## config.mk

```make
export PLATFORM = sky130hd
export DESIGN_NAME = seq_detector_param
export DESIGN_NICKNAME = d
export VERILOG_FILES = /design/src/rtl/seq_det_pkg.sv /design/src/rtl/seq_det_cmp.sv /design/src/rtl/seq_detector_param.sv
export SDC_FILE = /design/constraint.sdc
export NUM_CORES = 1
export LEC_CHECK = 0
export BUFFER_PORTS_ARGS = -buffer_cell sky130_fd_sc_hd__buf_2
export CORE_ASPECT_RATIO = 1.4
export CORE_MARGIN = 2
export CORE_UTILIZATION = 30
export CTS_CLUSTER_DIAMETER = 200
export DETAILED_ROUTE_END_ITERATION = 8
export SYNTH_ARGS = -nofsm -noshare
export SYNTH_HDL_FRONTEND = slang
export SYNTH_SLANG_ARGS = --single-unit
export TNS_END_PERCENT = 100
```

## constraint.sdc

```tcl
create_clock -name slowed_clk -period 3.1 [get_ports slowed_clk]
set_input_delay 0.62 -clock slowed_clk [delete_from_list [all_inputs] [get_ports slowed_clk]]
set_output_delay 0.62 -clock slowed_clk [all_outputs]
set_load 0.01 [all_outputs]
```

## src/rtl/seq_det_pkg.sv

```systemverilog
// Shared types and reset-time defaults for the parametrised serial sequence detector.
package seq_det_pkg;

  typedef enum logic {
    FILL = 1'b0,
    HUNT = 1'b1
  } det_state_e;

  localparam int          RST_MAX_LEN = 8;
  localparam int          RST_CNT_W   = 8;
  localparam logic [15:0] RST_PATTERN = 16'h0005;
  localparam int          RST_LEN     = 4;
  localparam logic        RST_INV     = 1'b1;
  localparam logic        RST_OVL     = 1'b1;

  function automatic int len_w(input int max_len);
    return $clog2(max_len + 1);
  endfunction

endpackage

```

## src/rtl/seq_det_cmp.sv

```systemverilog
// Masked window compare against the pattern and against its bitwise inverse.
module seq_det_cmp #(
  parameter int W = 8
) (
  input  logic [W-1:0] i_win,
  input  logic [W-1:0] i_pat,
  input  logic [W-1:0] i_mask,
  output logic         o_hit,
  output logic         o_hit_inv
);

  assign o_hit     = ((i_win ^ i_pat) & i_mask) == '0;
  assign o_hit_inv = ((i_win ^ ~i_pat) & i_mask) == '0;

endmodule

```

## src/rtl/seq_detector_param.sv

```systemverilog
// Runtime-programmable Mealy sequence detector with optional inverse match,
// overlap control and a saturating match counter.
module seq_detector_param
  import seq_det_pkg::*;
#(
  parameter int                 MAX_LEN     = RST_MAX_LEN,
  parameter int                 CNT_W       = RST_CNT_W,
  parameter logic [MAX_LEN-1:0] DEF_PATTERN = MAX_LEN'(RST_PATTERN),
  parameter int                 DEF_LEN     = RST_LEN,
  parameter logic               DEF_INV     = RST_INV,
  parameter logic               DEF_OVL     = RST_OVL,
  localparam int                LEN_W       = len_w(MAX_LEN)
) (
  input  logic               slowed_clk,
  input  logic               reset,
  input  logic               d_in,
  input  logic               d_valid,
  input  logic               cfg_load,
  input  logic [MAX_LEN-1:0] cfg_pattern,
  input  logic [LEN_W-1:0]   cfg_len,
  input  logic               cfg_inv,
  input  logic               cfg_ovl,
  output logic               detected,
  output logic               det_inv,
  output logic               detected_q,
  output logic [CNT_W-1:0]   match_count,
  output logic               cfg_err
);

  localparam logic [MAX_LEN:0] ONE = 1;

  // The oldest history bit never reaches a window of at most MAX_LEN bits,
  // so only MAX_LEN-1 bits are kept.
  logic [MAX_LEN-2:0] r_hist, w_hist_nxt;
  logic [MAX_LEN-1:0] r_pat, w_pat_nxt;
  logic [LEN_W-1:0]   r_len, w_len_nxt;
  logic [LEN_W-1:0]   r_fill, w_fill_nxt, w_fill_sat;
  logic               r_inv, w_inv_nxt;
  logic               r_ovl, w_ovl_nxt;
  logic [CNT_W-1:0]   r_cnt, w_cnt_nxt;
  logic               r_det_q, r_cfg_err;

  det_state_e         w_state;
  logic [LEN_W:0]     w_fill_inc;
  logic [MAX_LEN:0]   w_mask_ext;
  logic [MAX_LEN-1:0] w_win, w_mask;
  logic               w_hit, w_hit_inv, w_cfg_ok, w_cfg_take, w_cmp_en;
  logic               w_match_t, w_match_i, w_match;

  assign w_fill_inc = {1'b0, r_fill} + 1'b1;
  assign w_state    = (w_fill_inc >= {1'b0, r_len}) ? HUNT : FILL;
  assign w_fill_sat = (r_fill == LEN_W'(MAX_LEN)) ? r_fill : w_fill_inc[LEN_W-1:0];

  assign w_win      = {r_hist, d_in};
  assign w_mask_ext = (ONE << r_len) - ONE;
  assign w_mask     = w_mask_ext[MAX_LEN-1:0];

  assign w_cfg_ok   = (cfg_len >= LEN_W'(2)) && (cfg_len <= LEN_W'(MAX_LEN));
  assign w_cfg_take = cfg_load && w_cfg_ok;

  seq_det_cmp #(.W(MAX_LEN)) u_cmp (
    .i_win     (w_win),
    .i_pat     (r_pat),
    .i_mask    (w_mask),
    .o_hit     (w_hit),
    .o_hit_inv (w_hit_inv)
  );

  // A valid config load swallows this cycle's bit, so no match can fire.
  assign w_cmp_en  = d_valid && (w_state == HUNT) && !reset && !w_cfg_take;
  assign w_match_t = w_cmp_en && w_hit;
  assign w_match_i = w_cmp_en && r_inv && w_hit_inv;
  assign w_match   = w_match_t || w_match_i;

  assign detected    = w_match;
  assign det_inv     = w_match_i && !w_match_t;
  assign detected_q  = r_det_q;
  assign match_count = r_cnt;
  assign cfg_err     = r_cfg_err;

  always_comb begin
    w_hist_nxt = r_hist;
    w_fill_nxt = r_fill;
    w_pat_nxt  = r_pat;
    w_len_nxt  = r_len;
    w_inv_nxt  = r_inv;
    w_ovl_nxt  = r_ovl;
    w_cnt_nxt  = r_cnt;
    if (w_cfg_take) begin
      w_pat_nxt  = cfg_pattern;
      w_len_nxt  = cfg_len;
      w_inv_nxt  = cfg_inv;
      w_ovl_nxt  = cfg_ovl;
      w_hist_nxt = '0;
      w_fill_nxt = '0;
      w_cnt_nxt  = '0;
    end else if (d_valid) begin
      w_hist_nxt = w_win[MAX_LEN-2:0];
      w_fill_nxt = (w_match && !r_ovl) ? '0 : w_fill_sat;
      if (w_match && (r_cnt != '1)) w_cnt_nxt = r_cnt + 1'b1;
    end
  end

  always_ff @(posedge slowed_clk) begin
    if (reset) begin
      r_hist    <= '0;
      r_fill    <= '0;
      r_pat     <= DEF_PATTERN;
      r_len     <= LEN_W'(DEF_LEN);
      r_inv     <= DEF_INV;
      r_ovl     <= DEF_OVL;
      r_cnt     <= '0;
      r_det_q   <= 1'b0;
      r_cfg_err <= 1'b0;
    end else begin
      r_hist    <= w_hist_nxt;
      r_fill    <= w_fill_nxt;
      r_pat     <= w_pat_nxt;
      r_len     <= w_len_nxt;
      r_inv     <= w_inv_nxt;
      r_ovl     <= w_ovl_nxt;
      r_cnt     <= w_cnt_nxt;
      r_det_q   <= w_match;
      r_cfg_err <= cfg_load && !w_cfg_ok;
    end
  end

endmodule
```

* Word level (Yosys, flattened, before mapping)
Index checks and enable logic that the tools add are counted.
Widths: inputs -> output; s select.
** Cells by class
- Eq/ne operators :: 3
- Shift-type cells :: 1
- Add/subtract/negate cells :: 3
- Order comparisons :: 3
- Multiply operators :: 0
- Muxes and demuxes :: 3
- Div/mod/pow operators :: 0
- Bitwise logic cells :: 5
- Reductions and logical operators :: 23
** Operator list (number)
- $and 8x8->8 :: 2
- $logic_not 8->1 :: 2
- $xor 8x8->8 :: 2
- $logic_and 1x1->1 :: 12
- $add 8x1->8 const B :: 1
- $mux 4 :: 2
- $ne 8x8->1 const B :: 1
- $not 8->8 :: 1
- $shl 1x4->8 const A :: 1
- $sub 8x1->8 const B :: 1
- $add 4x1->5 const B :: 1
- $ge 5x4->1 :: 1
- $logic_not 1->1 :: 5
- $eq 4x4->1 const B :: 1
- $ge 4x2->1 const B :: 1
- $le 4x4->1 const B :: 1
- $reduce_and 2->1 :: 2
- $ne 2x1->1 const B :: 1
- $reduce_or 2->1 :: 1
- $logic_or 1x1->1 :: 1
- $mux 1 :: 1
** Word-level totals
- Logic and storage cells :: 50
- Output and inout bits :: 12
- Latch bits :: 0
- ROM bits :: 0
- Bits of input ports :: 19
- Bits in writable memories :: 0
- Memories kept :: 0
- Bits in registers :: 35

* Longest topological paths before layout
- Depth in word-level cells :: 12
- Mapped depth :: 12
- Mapped depth without buffers :: 10

* Cells and area by module
From an unflattened synthesis, not the netlist that was laid out.
** Unflattened totals
- Cells, all modules :: 235
- Area, all modules :: 1911.8 um^2
** By module, submodules not included
- seq_detector_param :: cells each 209, area an instance 1741.7 um^2, instances 1
- seq_det_cmp :: cells each 26, area an instance 170.2 um^2, instances 1

* Worst setup path after synthesis
No wires, ideal clock.
- Path type :: reg-to-output
- Start point :: reg r_len[0]
- End point :: out det_inv
- Stages on the path, launching flop included :: 10
- Setup slack :: 0.253 ns
- Path buffers :: 1
- Data arrival time :: 2.227 ns
- Path through :: dfxtp_1 > buf_6 > nor4_4 > inv_2 > ha_1 > or4_1 > o21ai_0 > a22o_1 > a221o_1 > nor3b_1
** On the way
- Word-level cells in the longest chain between the ends :: 8
- Elaborated cells between the ends (all ways) :: 16
** RTL lines
- start: declaration :: line seq_detector_param.sv:36 : logic [LEN_W-1:0] r_len, w_len_nxt;
- start signal: assignment :: line seq_detector_param.sv:109 : r_len <= LEN_W'(DEF_LEN);
- start signal: assignment :: line seq_detector_param.sv:119 : r_len <= w_len_nxt;
- parallel branches: the longest is 7 deep, another holds $sub 8x1->8
- $logic_and 1x1->1 (*) :: line seq_detector_param.sv:76 : assign det_inv = w_match_i && !w_match_t;
- end: declaration :: line seq_detector_param.sv:24 : output logic det_inv,
Mark *: on every way between the ends.

* Final worst setup path
- Start point :: reg r_len[3]
- End point :: out det_inv
The elaborated chain is that of the path after synthesis.

==> flow_summary.json <==
{
  "hp-class": "reg2reg",
  "setup-tns-final_ps": 0,
  "synthAdderAreaFrac_pct": 5.112,
  "routed_wl_mm": 4.387,
  "cp-end-kind": "output pin",
  "crit_required_ps": 2480,
  "power.density_nw_per_um2": 437.1,
  "finalWeightedCongestion": 0.7551,
  "ys_seq_area_share_pct": 35.78,
  "layout.nets": 285,
  "cts_tree": "yes",
  "ys.flop_type": "dfxtp_1",
  "power_switching_uw": 262.3,
  "rrSetupSlack_ps": 410,
  "clock_skew_ps": 4.733,
  "p_comb_share_pct": 14.8,
  "layout-drive-gt1-share_pct": 28.57,
  "first_global_vias": 1637,
  "slew_headroom_pct": 59.38,
  "netlist_top_cells_area": "dfxtp_1 36%, mux2i_1 8.7%, ha_1 5.1%, xor2_1 4.0%, nor2_1 3.5%",
  "crit_start": "r_len[3]",
  "rsz0062_at_grt": "true",
  "synth-xor-area-share_pct": 5.367,
  "setup_violations": 0,
  "slowest_delay_ps": 400,
  "worstPathCellList": "nor4_4 -> inv_2 -> ha_4 -> or4_1 -> o21ai_1 -> a22o_1 -> a221o_1 -> nor3b_2 -> buf_2",
  "coreArea_um2": 6254,
  "drtPass1Iterations": 5,
  "intPower_uw": 777.2,
  "clkPwrFrac_pct": 39.2,
  "syn_to_final_growth_pct": 21.47,
  "cts_buffers": 5,
  "dieArea_um2": 7198,
  "layout_common_cells": "32 x dfxtp_1, 29 x buf_2, 17 x mux2i_1, 17 x nor2_1, 13 x buf_4",
  "cts_root_buffer": "clkbuf_8",
  "synth-simple-area-share_pct": 19.74,
  "synth.distinct_cells": 50,
  "design_area_um2": 2379,
  "via_count": 1703,
  "dpl_cell_area_um2": 2193,
  "ys_seq_elements": 35,
  "grt_use_total_pct": 12.88,
  "crit_path_end": "det_inv",
  "max_clock_freq_mhz": 324.3,
  "critPathSlowestCell": "or4_1",
  "antenna_found_initial": 0,
  "initial_utilization_pct": 31.31,
  "switching_share_pct": 25.23,
  "ys_warn_count": 0,
  "finalHoldViolations": 0,
  "syn_nets": 247,
  "syn-cell-area_um2": 1958,
  "yosys.area.top_type": "dfxtp_1",
  "leakage_nw": 1.070,
  "drv_cap": 0,
  "synthCells": 220,
  "wire_per_inst_um": 13.25,
  "cts.sinks": 35,
  "portBuffers": 30,
  "netlist.area_leader.share_pct": 35.78,
  "chipHeight_um": 99.59,
  "final_util_pct": 38.04,
  "period_minus_slack_ps": 3083,
  "via_per_inst": 5.145,
  "rr_startpoint": "r_len[3]",
  "drv_slew": 0,
  "grt_overflow": 0,
  "period_share_pct": 99.45,
  "insertion_delay_ps": 290,
  "cts_buffer_depth": 2,
  "grt_max_degree": 18,
  "num_rows": 34,
  "die_w_um": 72.28,
  "cp_data_arrival_time_ps": 2460,
  "synth_area_per_cell_um2": 8.901,
  "drt_iter0_markers": 66,
  "worstSetupPathType": "reg2out",
  "synth_top_family_by_area": "simple AND/OR/NAND/NOR gates",
  "startpoint_type": "flip-flop",
  "drc": 0,
  "ant_nets": 0,
  "grt_pass1_wl_mm": 7.389,
  "ir_drop_v": 0.0001710,
  "num_antenna_cells": 0,
  "htreeDepth": 2,
  "ios": 31,
  "seqPwrFrac_pct": 46.0,
  "synth_edf_count": 0,
  "worstReg2RegEnd": "match_count[1]",
  "final_common_cell": "dfxtp_1",
  "synth_mux_area_share_pct": 8.690,
  "synth-async-reset-ratio_pct": 0,
  "status": "finished clean",
  "clk_pin_slew_worst_paths_ps": 70,
  "place_hpwl_mm": 3.383,
  "tightest_slew_ps": 609.3,
  "path_max_fanout": 7,
  "fillers": 647,
  "synth_compound_area_share_pct": 19.30,
  "r2r_cells": 12
}
[area by class of cell]
cell class              instances  area (µm²)  share of cell area, %
repair buffers                 43       254.0                  10.68
flip-flops and latches         35       709.4                  29.83
clock inverters                 3       43.79                  1.841
clock buffers                   5       68.82                  2.893
well taps                      72       90.09                  3.787
inverters                      14       52.55                  2.209
multi-input cells             159        1160                  48.76
[state kept, by name (all words and copies together), names as in the netlist]
name	flops
match_count	8
detected_q	1
cfg_err	1
r_ovl	1
r_len	4
r_fill	4
r_hist	7
r_inv	1
r_pat	8
[logic make-up (layout without fill, tap and decap cells)]
group | after synthesis | count (layout)
buffers and inverters | 26 | 65
AO/OA/AOI/OAI | 52 | 52
flip-flops | 35 | 35
multiplexers | 17 | 17
XOR/XNOR | 12 | 12
adder cells (fa/ha/maj) | 8 | 8
AND/OR/NAND/NOR | 70 | 70
[through the flow]
step                instances  worst slack (ps)  power (mW)  hold WS (ps)
floorplan                 220             253.0      0.5908         427.9
global placement          318             203.7      0.6316         453.6
detailed placement        318             167.7      0.6335         455.4
CTS                       327             2.999       1.046         474.7
global route              331            -117.8       1.091         505.5
finish                    331             16.90       1.040         472.2
[cell usage after synthesis (2+ instances only)]
library cell / number
inv_1: 13
a31o_2: 4
or3_1: 2
nand2_1: 10
nor2_1: 18
a21oi_1: 12
xor2_1: 9
and2b_2: 2
mux2i_1: 17
clkbuf_1: 7
and3_1: 7
nand3b_1: 2
a31oi_1: 2
dfxtp_1: 35
buf_6: 2
nor3_1: 5
o21ai_0: 12
xnor2_1: 3
o22ai_1: 3
nor4_1: 2
a211o_1: 4
ha_1: 8
nand4_1: 2
nor3b_1: 2
nand3_2: 2
nand3_1: 10
nand2b_1: 2
[worst max-delay path, delay by kind of cell, from the launching register on]
kind,cells,cell delay [ps]
and+or+nand+nor,3,880
AOI/OAI and AO/OA,3,490
DFF,1,370
buffers and inverters,2,240
adders and majority gates,1,180
[how the worst min path moves through the flow]
stage / startpoint / endpoint / slack (ps) / cells after the start
after global placement: r_inv / r_inv / 450 / 1
after global routing: r_inv / r_inv / 510 / 1
final: r_inv / r_inv / 470 / 1
after floorplan: r_ovl / r_ovl / 430 / 1
after detailed placement: r_inv / r_inv / 460 / 1
after CTS: r_inv / r_inv / 470 / 1
[timing repair]
| action | CTS | global route |
|---|---|---|
| hold buffers | 0 | 0 |
| endpoints found under the setup margin | 2 | 2 |
| gates resized for setup | 4 | 8 |
| pin swaps | 2 | 4 |
| buffers inserted | 1 | 4 |
[power groups by stage]
stage               combinational, mW  clock, mW  sequential, mW
finish                          0.154      0.408           0.478
floorplan                       0.108          0           0.483
global route                    0.173      0.437           0.480
global placement                0.143          0           0.489
CTS                             0.147      0.421           0.479
detailed placement              0.144          0           0.489
[layer usage]
metal,vias to the layer above,global-route usage (%),share of wire [%]
li1,866,-,-
met1,788,14.71,42
met2,40,23.22,52
met3,9,2.128,3.4
met4,0,5.225,2.3
met5,-,0,0
Note: power is estimated with default switching activity, not from simulation.
